File: src/rtl/nand_host_ctrl.sv
// NAND flash host controller: sequences command/address/data strobes for page read,
// program, block erase, read ID, read status and reset. Busy timeout enabled by NAND_TIMEOUT_EN.
module nand_host_ctrl #(
    parameter int T_WP       = 2,
    parameter int T_WH       = 2,
    parameter int T_WB       = 8,
    parameter int TMO_CYCLES = 4096
) (
    input  logic        clk,
    input  logic        rst_n,
    input  logic        cmd_valid,
    output logic        cmd_ready,
    input  logic [2:0]  cmd_op,
    input  logic [15:0] cmd_row,
    input  logic [15:0] cmd_col,
    input  logic [11:0] cmd_len,
    input  logic [7:0]  wr_data,
    input  logic        wr_valid,
    output logic        wr_ready,
    output logic [7:0]  rd_data,
    output logic        rd_valid,
    output logic        done,
    output logic        err,
    output logic        CE_n,
    output logic        CLE,
    output logic        ALE,
    output logic        WE_n,
    output logic        RE_n,
    output logic [7:0]  dio_out,
    output logic        dio_oe,
    input  logic [7:0]  dio_in,
    input  logic        R_nB
);

    typedef enum logic [3:0] {
        S_IDLE, S_CMD1, S_ADDR, S_WDATA, S_CMD2, S_WAIT_WB, S_WAIT_RDY, S_RDATA, S_DONE
    } state_t;

    localparam logic [2:0] OP_READ = 3'd0, OP_PROG = 3'd1, OP_ERASE = 3'd2,
                           OP_ID   = 3'd3, OP_STAT = 3'd4, OP_RST   = 3'd5;

    // One shared interval timer, wide enough for the longest interval it may time
    localparam int TMR_MAX0 = (T_WP > T_WH) ? T_WP : T_WH;
    localparam int TMR_MAX1 = (TMR_MAX0 > T_WB) ? TMR_MAX0 : T_WB;
    localparam int TMR_MAX  = (TMR_MAX1 > TMO_CYCLES) ? TMR_MAX1 : TMO_CYCLES;
    localparam int TMRW     = $clog2(TMR_MAX + 1);
    localparam logic [TMRW-1:0] WP_LAST = TMRW'(T_WP - 1);
    localparam logic [TMRW-1:0] WH_LAST = TMRW'(T_WH - 1);
    localparam logic [TMRW-1:0] WB_LAST = TMRW'(T_WB - 1);
`ifdef NAND_TIMEOUT_EN
    localparam logic [TMRW-1:0] TMO_LAST = TMRW'(TMO_CYCLES - 1);
`endif

    state_t            state_q, state_d;
    logic              live_q, live_d;
    logic [2:0]        op_q, op_d;
    logic [15:0]       row_q, row_d, col_q, col_d;
    logic [11:0]       len_q, len_d, cnt_q, cnt_d;
    logic [TMRW-1:0]   tmr_q, tmr_d;
    logic              hi_q, hi_d, act_q, act_d, rdy_prev_q, rdy_prev_d, err_q, err_d;
    logic [7:0]        wdat_q, wdat_d, rd_data_q, rd_data_d;
    logic              rd_valid_q, rd_valid_d;

    logic [2:0]        n_addr;
    logic [7:0]        cmd1_byte, cmd2_byte, addr_byte;
    logic [11:0]       rd_target;
    logic              run_strobe, strobe_end;

    always_comb begin
        n_addr    = 3'd0;
        cmd1_byte = 8'h00;
        cmd2_byte = 8'h00;
        rd_target = 12'd0;
        addr_byte = 8'h00;
        case (op_q)
            OP_READ:  begin n_addr = 3'd4; cmd1_byte = 8'h00; cmd2_byte = 8'h30; rd_target = len_q; end
            OP_PROG:  begin n_addr = 3'd4; cmd1_byte = 8'h80; cmd2_byte = 8'h10; end
            OP_ERASE: begin n_addr = 3'd2; cmd1_byte = 8'h60; cmd2_byte = 8'hD0; end
            OP_ID:    begin n_addr = 3'd1; cmd1_byte = 8'h90; rd_target = 12'd4; end
            OP_STAT:  begin cmd1_byte = 8'h70; rd_target = 12'd1; end
            OP_RST:   cmd1_byte = 8'hFF;
            default:  ;
        endcase
        if (op_q == OP_ERASE) begin
            addr_byte = cnt_q[0] ? row_q[15:8] : row_q[7:0];
        end else if (op_q != OP_ID) begin
            case (cnt_q[1:0])
                2'd0:    addr_byte = col_q[7:0];
                2'd1:    addr_byte = col_q[15:8];
                2'd2:    addr_byte = row_q[7:0];
                default: addr_byte = row_q[15:8];
            endcase
        end
    end

    assign strobe_end = hi_q && (tmr_q == WH_LAST);

    always_comb begin
        state_d    = state_q;
        live_d     = 1'b1;
        op_d       = op_q;
        row_d      = row_q;
        col_d      = col_q;
        len_d      = len_q;
        cnt_d      = cnt_q;
        tmr_d      = tmr_q;
        hi_d       = hi_q;
        act_d      = act_q;
        wdat_d     = wdat_q;
        rdy_prev_d = rdy_prev_q;
        err_d      = err_q;
        rd_data_d  = rd_data_q;
        rd_valid_d = 1'b0;
        run_strobe = 1'b0;
        cmd_ready  = 1'b0;
        wr_ready   = 1'b0;
        done       = 1'b0;
        err        = 1'b0;
        CLE        = 1'b0;
        ALE        = 1'b0;
        WE_n       = 1'b1;
        RE_n       = 1'b1;
        dio_oe     = 1'b0;
        dio_out    = 8'h00;

        case (state_q)
            S_IDLE: begin
                cmd_ready = live_q;
                if (cmd_valid && live_q) begin
                    op_d  = cmd_op;
                    row_d = cmd_row;
                    col_d = cmd_col;
                    len_d = cmd_len;
                    cnt_d = 12'd0;
                    tmr_d = '0;
                    hi_d  = 1'b0;
                    act_d = 1'b0;
                    err_d = (cmd_op > OP_RST);
                    state_d = (cmd_op > OP_RST) ? S_DONE : S_CMD1;
                end
            end
            S_CMD1: begin
                CLE = 1'b1; dio_oe = 1'b1; dio_out = cmd1_byte; WE_n = hi_q; run_strobe = 1'b1;
                if (strobe_end) begin
                    if (n_addr != 3'd0)      state_d = S_ADDR;
                    else if (op_q == OP_STAT) state_d = S_RDATA;
                    else                     state_d = S_WAIT_WB;
                end
            end
            S_ADDR: begin
                ALE = 1'b1; dio_oe = 1'b1; dio_out = addr_byte; WE_n = hi_q; run_strobe = 1'b1;
                if (strobe_end) begin
                    if (cnt_q == {9'd0, n_addr - 3'd1}) begin
                        cnt_d = 12'd0;
                        if (op_q == OP_ID)                         state_d = S_RDATA;
                        else if (op_q == OP_PROG && len_q != 12'd0) state_d = S_WDATA;
                        else                                       state_d = S_CMD2;
                    end else begin
                        cnt_d = cnt_q + 12'd1;
                    end
                end
            end
            S_WDATA: begin
                // A byte is taken first, then strobed out; no byte means WE_n stays high
                if (!act_q) begin
                    wr_ready = 1'b1;
                    if (wr_valid) begin
                        wdat_d = wr_data;
                        act_d  = 1'b1;
                    end
                end else begin
                    dio_oe = 1'b1; dio_out = wdat_q; WE_n = hi_q; run_strobe = 1'b1;
                    if (strobe_end) begin
                        act_d = 1'b0;
                        if (cnt_q + 12'd1 == len_q) begin
                            cnt_d   = 12'd0;
                            state_d = S_CMD2;
                        end else begin
                            cnt_d = cnt_q + 12'd1;
                        end
                    end
                end
            end
            S_CMD2: begin
                CLE = 1'b1; dio_oe = 1'b1; dio_out = cmd2_byte; WE_n = hi_q; run_strobe = 1'b1;
                if (strobe_end) state_d = S_WAIT_WB;
            end
            S_WAIT_WB: begin
                tmr_d = tmr_q + 1'b1;
                if (tmr_q == WB_LAST) begin
                    tmr_d      = '0;
                    rdy_prev_d = 1'b0;
                    state_d    = S_WAIT_RDY;
                end
            end
            S_WAIT_RDY: begin
                rdy_prev_d = R_nB;
                if (R_nB && rdy_prev_q) begin
                    tmr_d   = '0;
                    state_d = (op_q == OP_READ && len_q != 12'd0) ? S_RDATA : S_DONE;
                end
`ifdef NAND_TIMEOUT_EN
                else if (tmr_q == TMO_LAST) begin
                    tmr_d   = '0;
                    err_d   = 1'b1;
                    state_d = S_DONE;
                end else begin
                    tmr_d = tmr_q + 1'b1;
                end
`endif
            end
            S_RDATA: begin
                RE_n = hi_q; run_strobe = 1'b1;
                if (!hi_q && tmr_q == WP_LAST) begin
                    rd_data_d  = dio_in;
                    rd_valid_d = 1'b1;
                end
                if (strobe_end) begin
                    if (cnt_q + 12'd1 == rd_target) begin
                        cnt_d   = 12'd0;
                        state_d = S_DONE;
                    end else begin
                        cnt_d = cnt_q + 12'd1;
                    end
                end
            end
            S_DONE: begin
                done    = 1'b1;
                err     = err_q;
                state_d = S_IDLE;
            end
            default: state_d = S_IDLE;
        endcase

        // Strobe timing: T_WP cycles active-low, then T_WH cycles high
        if (run_strobe) begin
            if (!hi_q) begin
                if (tmr_q == WP_LAST) begin
                    hi_d  = 1'b1;
                    tmr_d = '0;
                end else begin
                    tmr_d = tmr_q + 1'b1;
                end
            end else if (strobe_end) begin
                hi_d  = 1'b0;
                tmr_d = '0;
            end else begin
                tmr_d = tmr_q + 1'b1;
            end
        end
    end

    // Error completions release the chip so an illegal op shows no pin activity
    assign CE_n     = (state_q == S_IDLE) || (state_q == S_DONE && err_q);
    assign rd_data  = rd_data_q;
    assign rd_valid = rd_valid_q;

    always_ff @(posedge clk or negedge rst_n) begin
        if (!rst_n) begin
            state_q    <= S_IDLE;
            live_q     <= 1'b0;
            op_q       <= 3'd0;
            row_q      <= 16'd0;
            col_q      <= 16'd0;
            len_q      <= 12'd0;
            cnt_q      <= 12'd0;
            tmr_q      <= '0;
            hi_q       <= 1'b0;
            act_q      <= 1'b0;
            wdat_q     <= 8'h00;
            rdy_prev_q <= 1'b0;
            err_q      <= 1'b0;
            rd_data_q  <= 8'h00;
            rd_valid_q <= 1'b0;
        end else begin
            state_q    <= state_d;
            live_q     <= live_d;
            op_q       <= op_d;
            row_q      <= row_d;
            col_q      <= col_d;
            len_q      <= len_d;
            cnt_q      <= cnt_d;
            tmr_q      <= tmr_d;
            hi_q       <= hi_d;
            act_q      <= act_d;
            wdat_q     <= wdat_d;
            rdy_prev_q <= rdy_prev_d;
            err_q      <= err_d;
            rd_data_q  <= rd_data_d;
            rd_valid_q <= rd_valid_d;
        end
    end

endmodule

File: config.mk
export PLATFORM = sky130hd
export DESIGN_NAME = nand_host_ctrl
export DESIGN_NICKNAME = d
export VERILOG_FILES = /design/src/rtl/nand_host_ctrl.sv
export SDC_FILE = /design/constraint.sdc
export NUM_CORES = 1
export LEC_CHECK = 0
export CAP_MARGIN = 10
export CORE_MARGIN = 4
export CORE_UTILIZATION = 35
export CTS_CLUSTER_SIZE = 25
export DETAILED_ROUTE_END_ITERATION = 16
export PLACE_DENSITY_LB_ADDON = 0.08
export SLEW_MARGIN = 25
export SYNTH_ARGS = -nofsm -noshare
export SYNTH_HDL_FRONTEND = slang
export SYNTH_SLANG_ARGS = --single-unit
File: constraint.sdc
create_clock -name clk -period 2.9 [get_ports clk]
set_input_delay 0.725 -clock clk [delete_from_list [all_inputs] [get_ports clk]]
set_output_delay 0.725 -clock clk [all_outputs]
set_load 0.01 [all_outputs]
==> impl_metrics.ini, run 1 <==
[run_status]
status = complete, no violations

[floorplan]
die_h_um = 138
coreArea_um2 = 16500
row_count = 47
start_util = 0.355
dieArea_um2 = 18900
dieWidth_um = 138
ios = 95

[yosys]
yosysTopAreaCell = dfrtp_1
syn-num-nets = 695
yosysMostFrequentCell = nand2_1
avgSynthCellArea_um2 = 9.52
netlist.area_leader.share = 0.418
synth_area_leaders = dfrtp_1, mux2_2, nand2_1, o21ai_0, ha_1
synth-seq-cells = 98
synth_edf_count = 0
async_flop_share = 1.00
netlist-cell-type-count = 68
syn_inst = 617
yosysSeqAreaShare = 0.418
synthFlopType = dfrtp_1
synth_common_cells = nand2_1, dfrtp_1, mux2_2, o21ai_0, nor2_1
synth_area_um2 = 5870
yosysWarningCount = 0

[timing]
slew_viol_final = 0
timing.fmax_mhz = 358
hold_ws_ns = 0.272
rsz0062_at_grt = true
finalHoldViolations = 0
min_period_ns = 2.79
setup_violations = 0
finalSetupTns_ns = 0
fin_crit_sh = 0.964
finalClockSkew_ns = 0.00891

[clock_network]
ctsRootBufferMaster = clkbuf_16
cts_tree = done
hold_buffers = 0
cts.sinks = 98
h-tree-depth = 3
clock_latency_ns = 0.36
cts_made_buffers = 9
clk_pin_slew_ns = 0.08
ctsLongestPathBuffers = 2

[power]
p_int_mw = 4.57
p_switching_mw = 3.10
clkPwrFrac = 0.167
pwr-share-seq = 0.300
comb_power_share = 0.533
leakagePower_nw = 3.55
p_total_mw = 7.67
switching_share = 0.404
ir_drop_mv = 0.465
powerDensity_nw_per_um2 = 958

[detailed_routing]
drt-initial-drc-count = 339
wl_per_cell_um = 17.8
remaining_drc_errors = 0
postRouteAntennaNets = 0
viasPerCell = 5.33
dr.pass1.iters = 7
vias = 5274
drt-total-wl_mm = 17.6

[global_routing]
grt_pass1_wl_mm = 28.5
antenna_found_initial = 0
grt_max_degree = 47
grt-ovfl-total = 0
first_global_vias = 5420
grt.total_usage = 0.193

[setup_path]
endpoint_kind = register
critPathArrivalTime_ns = 3.04
critPathKind = reg2reg
worstSetupStartpointType = register
reg2reg_to = state_q[0]$_DFFE_PN0P_
r2r_cells = 11
rr_startpoint = cnt_q[1]$_DFFE_PN0P_
required_ns = 3.15
worstPathMaxFanout = 5
rrSetupSlack_ns = 0.11

[job]
maxCapViolations = 0

[final_layout]
final_cells = 989
seq_area_um2 = 2450
diodes = 0
areaGrowthSynthToFinish_pct = 36.5
drive_above_1_share = 0.263
fillers = 1566
layout.nets = 842
multi_input_area_um2 = 3380

[placed_design]
place.detailed.instances = 963
dp_hpwl_mm = 13.2
io_buffers = 94
gp_congestion = 0.882

[hold_path]
hp-class = in2async
-- cells by family (layout without fill, tap and decap cells) --
group | Yosys count | after routing | synth area share
simple gates | 237 | 237 | 0.208
compound gates | 129 | 129 | 0.151
flops | 98 | 98 | 0.418
mux | 67 | 67 | 0.126
buf+inv | 53 | 205 | 0.0375
xor+xnor | 22 | 22 | 0.0375
fa+ha+maj | 10 | 10 | 0.0213
other cells | 1 | 1 | 0.000639
-- critical path, stage by stage, from the launching register on --
cell and delay (ns):
dfrtp_2 0.41, buf_4 0.14, ha_4 0.15, buf_6 0.12, nand3_2 0.09, o21a_1 0.20, a2bb2oi_1 0.17, a2111o_1 0.41
nor4b_4 0.34, a31oi_4 0.15, buf_6 0.16, o32a_1 0.33
-- through the flow --
| step | cell area (um2) | setup slack (ns) | util |
|---|---|---|---|
| after floorplan | 5870 | 0.232 | - |
| after global placement | 7470 | 0.0197 | 0.452 |
| after detailed placement | 7470 | -0.0639 | 0.452 |
| after CTS | 7850 | 0.00881 | 0.475 |
| after global routing | 8010 | -0.0809 | 0.485 |
| final | 8010 | 0.105 | 0.485 |
-- routing by layer --
metal	wire (um)	part of all wire	track usage
met1	7480	0.43	0.248
met2	8620	0.49	0.312
met3	1060	0.061	0.0519
met4	404	0.023	0.0676
met5	0	0	0
-- how the worst max path moves through the flow --
stage / depth (start not counted) / endpoint / startpoint / slack (ns)
detailed placement: 9 / dio_out[6] / cnt_q[0]$_DFFE_PN0P_ / -0.06
CTS: 9 / dio_out[1] / cnt_q[0]$_DFFE_PN0P_ / 0.009
finish: 11 / state_q[0]$_DFFE_PN0P_ / cnt_q[1]$_DFFE_PN0P_ / 0.11
global route: 9 / dio_out[6] / cnt_q[0]$_DFFE_PN0P_ / -0.08
floorplan: 10 / state_q[2]$_DFFE_PN0P_ / cnt_q[1]$_DFFE_PN0P_ / 0.23
global placement: 9 / dio_out[4] / cnt_q[0]$_DFFE_PN0P_ / 0.02
-- flip-flops by register name, indices dropped and copies added, names as in the netlist --
signal / count
live_q: 1
hi_q: 1
state_q: 4
act_q: 1
wdat_q: 8
err_q: 1
tmr_q: 13
op_q: 3
rdy_prev_q: 1
row_q: 16
len_q: 12
rd_valid: 1
rd_data: 8
col_q: 16
cnt_q: 12
-- placed cells by master, fill, tap and decap left out, types with 7 or more instances in the layout --
cell	instances
nand2_1	98
dfrtp_1	96
clkdlybuf4s50_1	82
buf_4	71
mux2_2	56
o21ai_0	32
nor2_1	29
a21oi_1	18
nand3_1	18
inv_1	14
nor2b_1	13
xnor2_1	12
mux2i_1	11
nor3_1	11
o22ai_1	9
clkbuf_16	9
a222oi_1	8
o211ai_1	8
nor4_1	8
nand4_1	7
and3_1	7
xor2_1	7
a31oi_1	7
o221ai_1	7
-- final cells by class --
cell class,count,area share
clock inverters,6,0.00890
repair buffers,171,0.191
well taps,220,0.0343
multi-input cells,466,0.421
inverters,18,0.00843
flip-flops and latches,98,0.306
clock buffers,10,0.0298
-- timing repair --
action / CTS / global route
buffers inserted: 5 / 5
endpoints found under the hold margin: 0 / 0
pin swaps: 6 / 19
endpoints found under the setup margin: 10 / 30
gates resized for setup: 25 / 48
-- power groups by stage --
stage	registers, mW	clock network [mW]	logic [mW]
global placement	2.30	0	3.83
CTS	2.29	1.32	3.94
finish	2.30	1.28	4.09
floorplan	2.18	0	2.41
global route	2.37	1.37	4.52
detailed placement	2.31	0	3.85
No activity file was read; power rests on OpenSTA's default activity.
==> inputs of run 2 (changes only) <==
--- a/config.mk
+++ b/config.mk
@@ -11,6 +11,7 @@
 export CTS_CLUSTER_SIZE = 25
 export DETAILED_ROUTE_END_ITERATION = 16
 export PLACE_DENSITY_LB_ADDON = 0.08
+export SKIP_LAST_GASP = 1
 export SLEW_MARGIN = 25
 export SYNTH_ARGS = -nofsm -noshare
 export SYNTH_HDL_FRONTEND = slang
==> run 2 against run 1 <==
  * Via count grew 0.47%
  * First-iteration DRC count shrank 4.1%
  * Setup slack improved by 0.015 ns
  * Non-clock buffer count unchanged
  * Worst hold slack better by 0.0015 ns
  * Register-to-register slack better by 0.02 ns
  * Largest power group unchanged
  * Maximum frequency is 0.52% higher
==> impl_metrics.ini, run 2 (synthesized netlist as in run 1, its figures left out) <==
[clock_network]
h-tree-depth = 3
hold_buffers = 0
ctsLongestPathBuffers = 2
cts.sinks = 98
clock_latency_ns = 0.36
clk_pin_slew_ns = 0.08
cts_tree = done
ctsRootBufferMaster = clkbuf_16
cts_made_buffers = 9

[setup_path]
worstSetupStartpointType = register
required_ns = 2.17
critPathArrivalTime_ns = 2.06
endpoint_kind = output port
worstPathMaxFanout = 12
critPathKind = reg2out

[final_layout]
layout_commonest_cell = nand2_1
drive_above_1_share = 0.260
diodes = 0
fillers = 1570
areaGrowthSynthToFinish_pct = 36.1
reg_top3 = col_q (16), row_q (16), tmr_q (13)
fin_area_um2 = 7990
layout.nets = 842
final_cell_mix = nand2_1, dfrtp_1, clkdlybuf4s50_1
seq_area_um2 = 2450
multi_input_area_um2 = 3360

[floorplan]
ios = 95
row_count = 47
dieArea_um2 = 18900
coreArea_um2 = 16500
dieWidth_um = 138
start_util = 0.355
die_h_um = 138

[global_routing]
grt_pass1_wl_mm = 28.5
grt-ovfl-total = 0
first_global_vias = 5424
antenna_found_initial = 0
grt_max_degree = 47
grt.total_usage = 0.193

[hold_path]
hp-class = in2async

[detailed_routing]
drt-initial-drc-count = 325
viasPerCell = 5.36
dr.pass1.iters = 6
drt-total-wl_mm = 17.7
wl_per_cell_um = 17.9
postRouteAntennaNets = 0
vias = 5299
remaining_drc_errors = 0

[timing]
rsz0062_at_grt = true
finalClockSkew_ns = 0.00965
finalHoldViolations = 0
min_period_ns = 2.78
slew_viol_final = 0
fin_crit_sh = 0.959
setup_violations = 0
timing.fmax_mhz = 360

[job]
maxCapViolations = 0

[placed_design]
dp_hpwl_mm = 13.2
io_buffers = 94
placed_area_um2 = 7470
gp_congestion = 0.882

[power]
p_total_mw = 7.63
powerDensity_nw_per_um2 = 955
ir_drop_mv = 0.464
leakagePower_nw = 3.54

[run_status]
status = complete, no violations
run 2: through the flow:
| stage | TNS (ns) | util | instances | hold slack (ns) | worst slack, ns |
|---|---|---|---|---|---|
| global route | -0.104 | 0.483 | 989 | 0.298 | -0.0800 |
| floorplan | 0 | - | 617 | 0.429 | 0.232 |
| global placement | 0 | 0.452 | 963 | 0.457 | 0.0197 |
| detailed placement | -0.0706 | 0.452 | 963 | 0.464 | -0.0639 |
| CTS | -0.188 | 0.475 | 984 | 0.282 | -0.0875 |
| finish | 0 | 0.483 | 989 | 0.274 | 0.120 |
run 2: worst paths after layout:
check                                       startpoint                endpoint  slack, ns  depth (start not counted)
min in group clk                rd_data[7]$_DFFE_PN0P_  rd_data[7]$_DFFE_PN0P_       0.47                          2
max in group asynchronous                        rst_n     op_q[1]$_DFFE_PN0P_       1.88                          2
worst max-delay path            state_q[1]$_DFFE_PN0P_                    CE_n       0.12                          5
worst min-delay path                             rst_n   cnt_q[10]$_DFFE_PN0P_       0.27                          1
worst max register to register    cnt_q[1]$_DFFE_PN0P_  state_q[0]$_DFFE_PN0P_       0.13                         11
worst min register to register  rd_data[7]$_DFFE_PN0P_  rd_data[7]$_DFFE_PN0P_       0.47                          2
run 2: cell type report:
cell class,count,share of cell area
sequential,98,0.307
tap,220,0.0345
inverter,18,0.00846
clock buffer,10,0.0299
timing repair buffer,171,0.191
clock inverter,6,0.00893
multi-input combinational,466,0.420
run 2: power breakdown:
group	internal (mW)	switching, mW	leakage, nW	total (mW)
clock	0.704	0.574	0.151	1.28
sequential	1.85	0.453	1.26	2.30
combinational	2.00	2.05	2.13	4.05
run 2: per-layer routing:
layer  global-route usage  part of all wire  wire length, um
met1                0.248              0.43             7680
met2                0.312              0.48             8510
met3               0.0519             0.057             1000
met4               0.0676             0.028              495
met5                    0                 0                0
run 2: critical path: stages (launching register included):
cell and delay [ns]:
dfrtp_1 0.38, buf_4 0.19, nor3_1 0.29, and3_1 0.21, or2_2 0.10, clkdlybuf4s50_1 0.52
run 2: repair_timing:
item                                    in CTS  in global routing
resized for setup                           19                 48
gates cloned                                 0                  0
pin swaps                                    4                 18
endpoints found under the setup margin      10                 30
buffers inserted                             5                  5
==> inputs of run 3 (changes only) <==
--- a/config.mk
+++ b/config.mk
@@ -6,8 +6,11 @@
 export NUM_CORES = 1
 export LEC_CHECK = 0
 export CAP_MARGIN = 10
+export CELL_PAD_IN_SITES_DETAIL_PLACEMENT = 0
+export CELL_PAD_IN_SITES_GLOBAL_PLACEMENT = 1
 export CORE_MARGIN = 4
 export CORE_UTILIZATION = 35
+export CTS_CLUSTER_DIAMETER = 200
 export CTS_CLUSTER_SIZE = 25
 export DETAILED_ROUTE_END_ITERATION = 16
 export PLACE_DENSITY_LB_ADDON = 0.08
==> run 3 against run 2 <==
  * Design area down 0.47%
  * Clock skew decreased by 0.00062 ns
  * Via count fell by 1.7%
  * Worst hold slack improved by 0.083 ns
  * Critical endpoint is now state_q[0]$_DFFE_PN0P_
  * Routed wire length rose by 0.83%
==> impl_metrics.ini, run 3 (synthesized netlist as in run 1, its figures left out) <==
[global_routing]
grt.total_usage = 0.195
first_global_vias = 5395
antenna_found_initial = 0
grt_pass1_wl_mm = 28.5
grt_max_degree = 43
grt-ovfl-total = 0

[final_layout]
layout.nets = 839
diodes = 0
reg_top3 = col_q (16), row_q (16), tmr_q (13)
layout_commonest_cell = nand2_1
final_cell_mix = nand2_1, dfrtp_1, clkdlybuf4s50_1
fin_area_um2 = 7950
fillers = 1584
areaGrowthSynthToFinish_pct = 35.4
final_util = 0.481
drive_above_1_share = 0.265

[clock_network]
ctsRootBufferMaster = clkbuf_16
cts_made_buffers = 9
h-tree-depth = 3
cts_tree = done
ctsLongestPathBuffers = 2
clock_latency_ns = 0.35
cts.sinks = 98
clk_pin_slew_ns = 0.07

[timing]
slew_viol_final = 0
setup_violations = 0
timing.fmax_mhz = 345
worst_slack_ns = 0.00530
hold_ws_ns = 0.356
max_slew_margin = 0.631
finalClockSkew_ns = 0.00903
min_period_ns = 2.89
rsz0062_at_grt = true
tightest_slew_ns = 0.553
finalHoldViolations = 0
fin_crit_sh = 0.998

[setup_path]
worstSetupStartpointType = register
critPathArrivalTime_ns = 3.13
crit_buf_inv = 1
slowest_delay_ns = 0.44
critPathKind = reg2reg
crit_chain = ha_2, nand3_1, and2_1, o311a_1, a2111o_1, nor4b_2, a31oi_2, buf_4, o32a_1
worstPathMaxFanout = 8
required_ns = 3.13
crit_family = compound AO/OA/AOI/OAI gates
endpoint_kind = register
cp_slowest_cell = a2111o_1

[floorplan]
dieArea_um2 = 18900
row_count = 47
ios = 95
dieWidth_um = 138
start_util = 0.355
coreArea_um2 = 16500
die_h_um = 138

[power]
powerDensity_nw_per_um2 = 953
p_total_mw = 7.58
leakagePower_nw = 3.52
ir_drop_mv = 0.443

[job]
maxCapViolations = 0

[detailed_routing]
drt-initial-drc-count = 267
viasPerCell = 5.29
remaining_drc_errors = 0
drt-total-wl_mm = 17.8
dr.pass1.iters = 8
vias = 5210
wl_per_cell_um = 18.1
postRouteAntennaNets = 0

[run_status]
status = complete, no violations

[hold_path]
hp-class = in2async

[placed_design]
io_buffers = 94
gp_congestion = 0.927
place_ws_ns = -0.103
dp_hpwl_mm = 13.7
placed_area_um2 = 7480
run 3: cell count changes in the layout (fill, tap and decap cells not counted), moves of 2 or more:
cell / change
buf_6: -4
dfrtp_1: -5
clkinv_4: +3
nor3_1: -3
o21ai_1: -2
o221ai_1: +2
dfrtp_2: +5
nor3_2: +3
clkbuf_2: -2
o221ai_2: -2
run 3: worst reg2reg max path: cells and delay by family (launching register included):
kind	cells	cell delay, ns
flops	1	0.42
fa+ha+maj	1	0.23
compound gates	4	1.31
buf+inv	1	0.22
simple gates	3	0.60
run 3: layout make-up:
class                      instances  area [um2]  area share
multi-input combinational        466        3350       0.421
sequential                        98        2460       0.310
timing repair buffer             168        1500       0.189
tap                              220         275      0.0346
clock buffer                      10         229      0.0288
inverter                          18        67.6     0.00850
clock inverter                     5        65.1     0.00818
run 3: power by group:
part           leakage (nW)  internal [mW]  total [mW]  switching, mW
Combinational          2.12           1.97        3.98           2.01
Clock                 0.143          0.673        1.23          0.557
Sequential             1.26           1.86        2.36          0.508
Total                  3.52           4.50        7.58           3.08
run 3: routing by layer:
layer | vias to the layer above | track usage | share of wire | routed length (um)
li1 | 2520 | - | - | -
met1 | 2539 | 0.250 | 0.43 | 7680
met2 | 129 | 0.332 | 0.50 | 8960
met3 | 22 | 0.0500 | 0.052 | 920
met4 | 0 | 0.0432 | 0.015 | 265
met5 | - | 0 | 0 | 0
run 3: worst paths after layout:
check                      cells past startpoint  slack [ns]                     end            startpoint
setup reg to reg                               9       0.005  state_q[0]$_DFFE_PN0P_  cnt_q[1]$_DFFE_PN0P_
hold reg to reg                                2        0.48       err_q$_DFFE_PN0P_     err_q$_DFFE_PN0P_
setup / recovery                               9       0.005  state_q[0]$_DFFE_PN0P_  cnt_q[1]$_DFFE_PN0P_
min in group clk                               2        0.48       err_q$_DFFE_PN0P_     err_q$_DFFE_PN0P_
hold / removal                                 1        0.36    len_q[7]$_DFFE_PN0P_                 rst_n
max in group asynchronous                      2        1.88    row_q[2]$_DFFE_PN0P_                 rst_n
run 3: stage by stage:
stage	setup TNS, ns	std cells
5_1_grt	-0.112	985
3_3_place_gp	-0.284	963
6_report	0	985
3_5_place_dp	-0.524	963
4_1_cts	-0.396	979
2_1_floorplan	0	617
run 3: timing repair:
item                                    CTS  global route
endpoints found under the setup margin   17            31
resized for setup                        35            34
buffers inserted                          1             6
hold buffers                              0             0
pin swaps                                 4            13
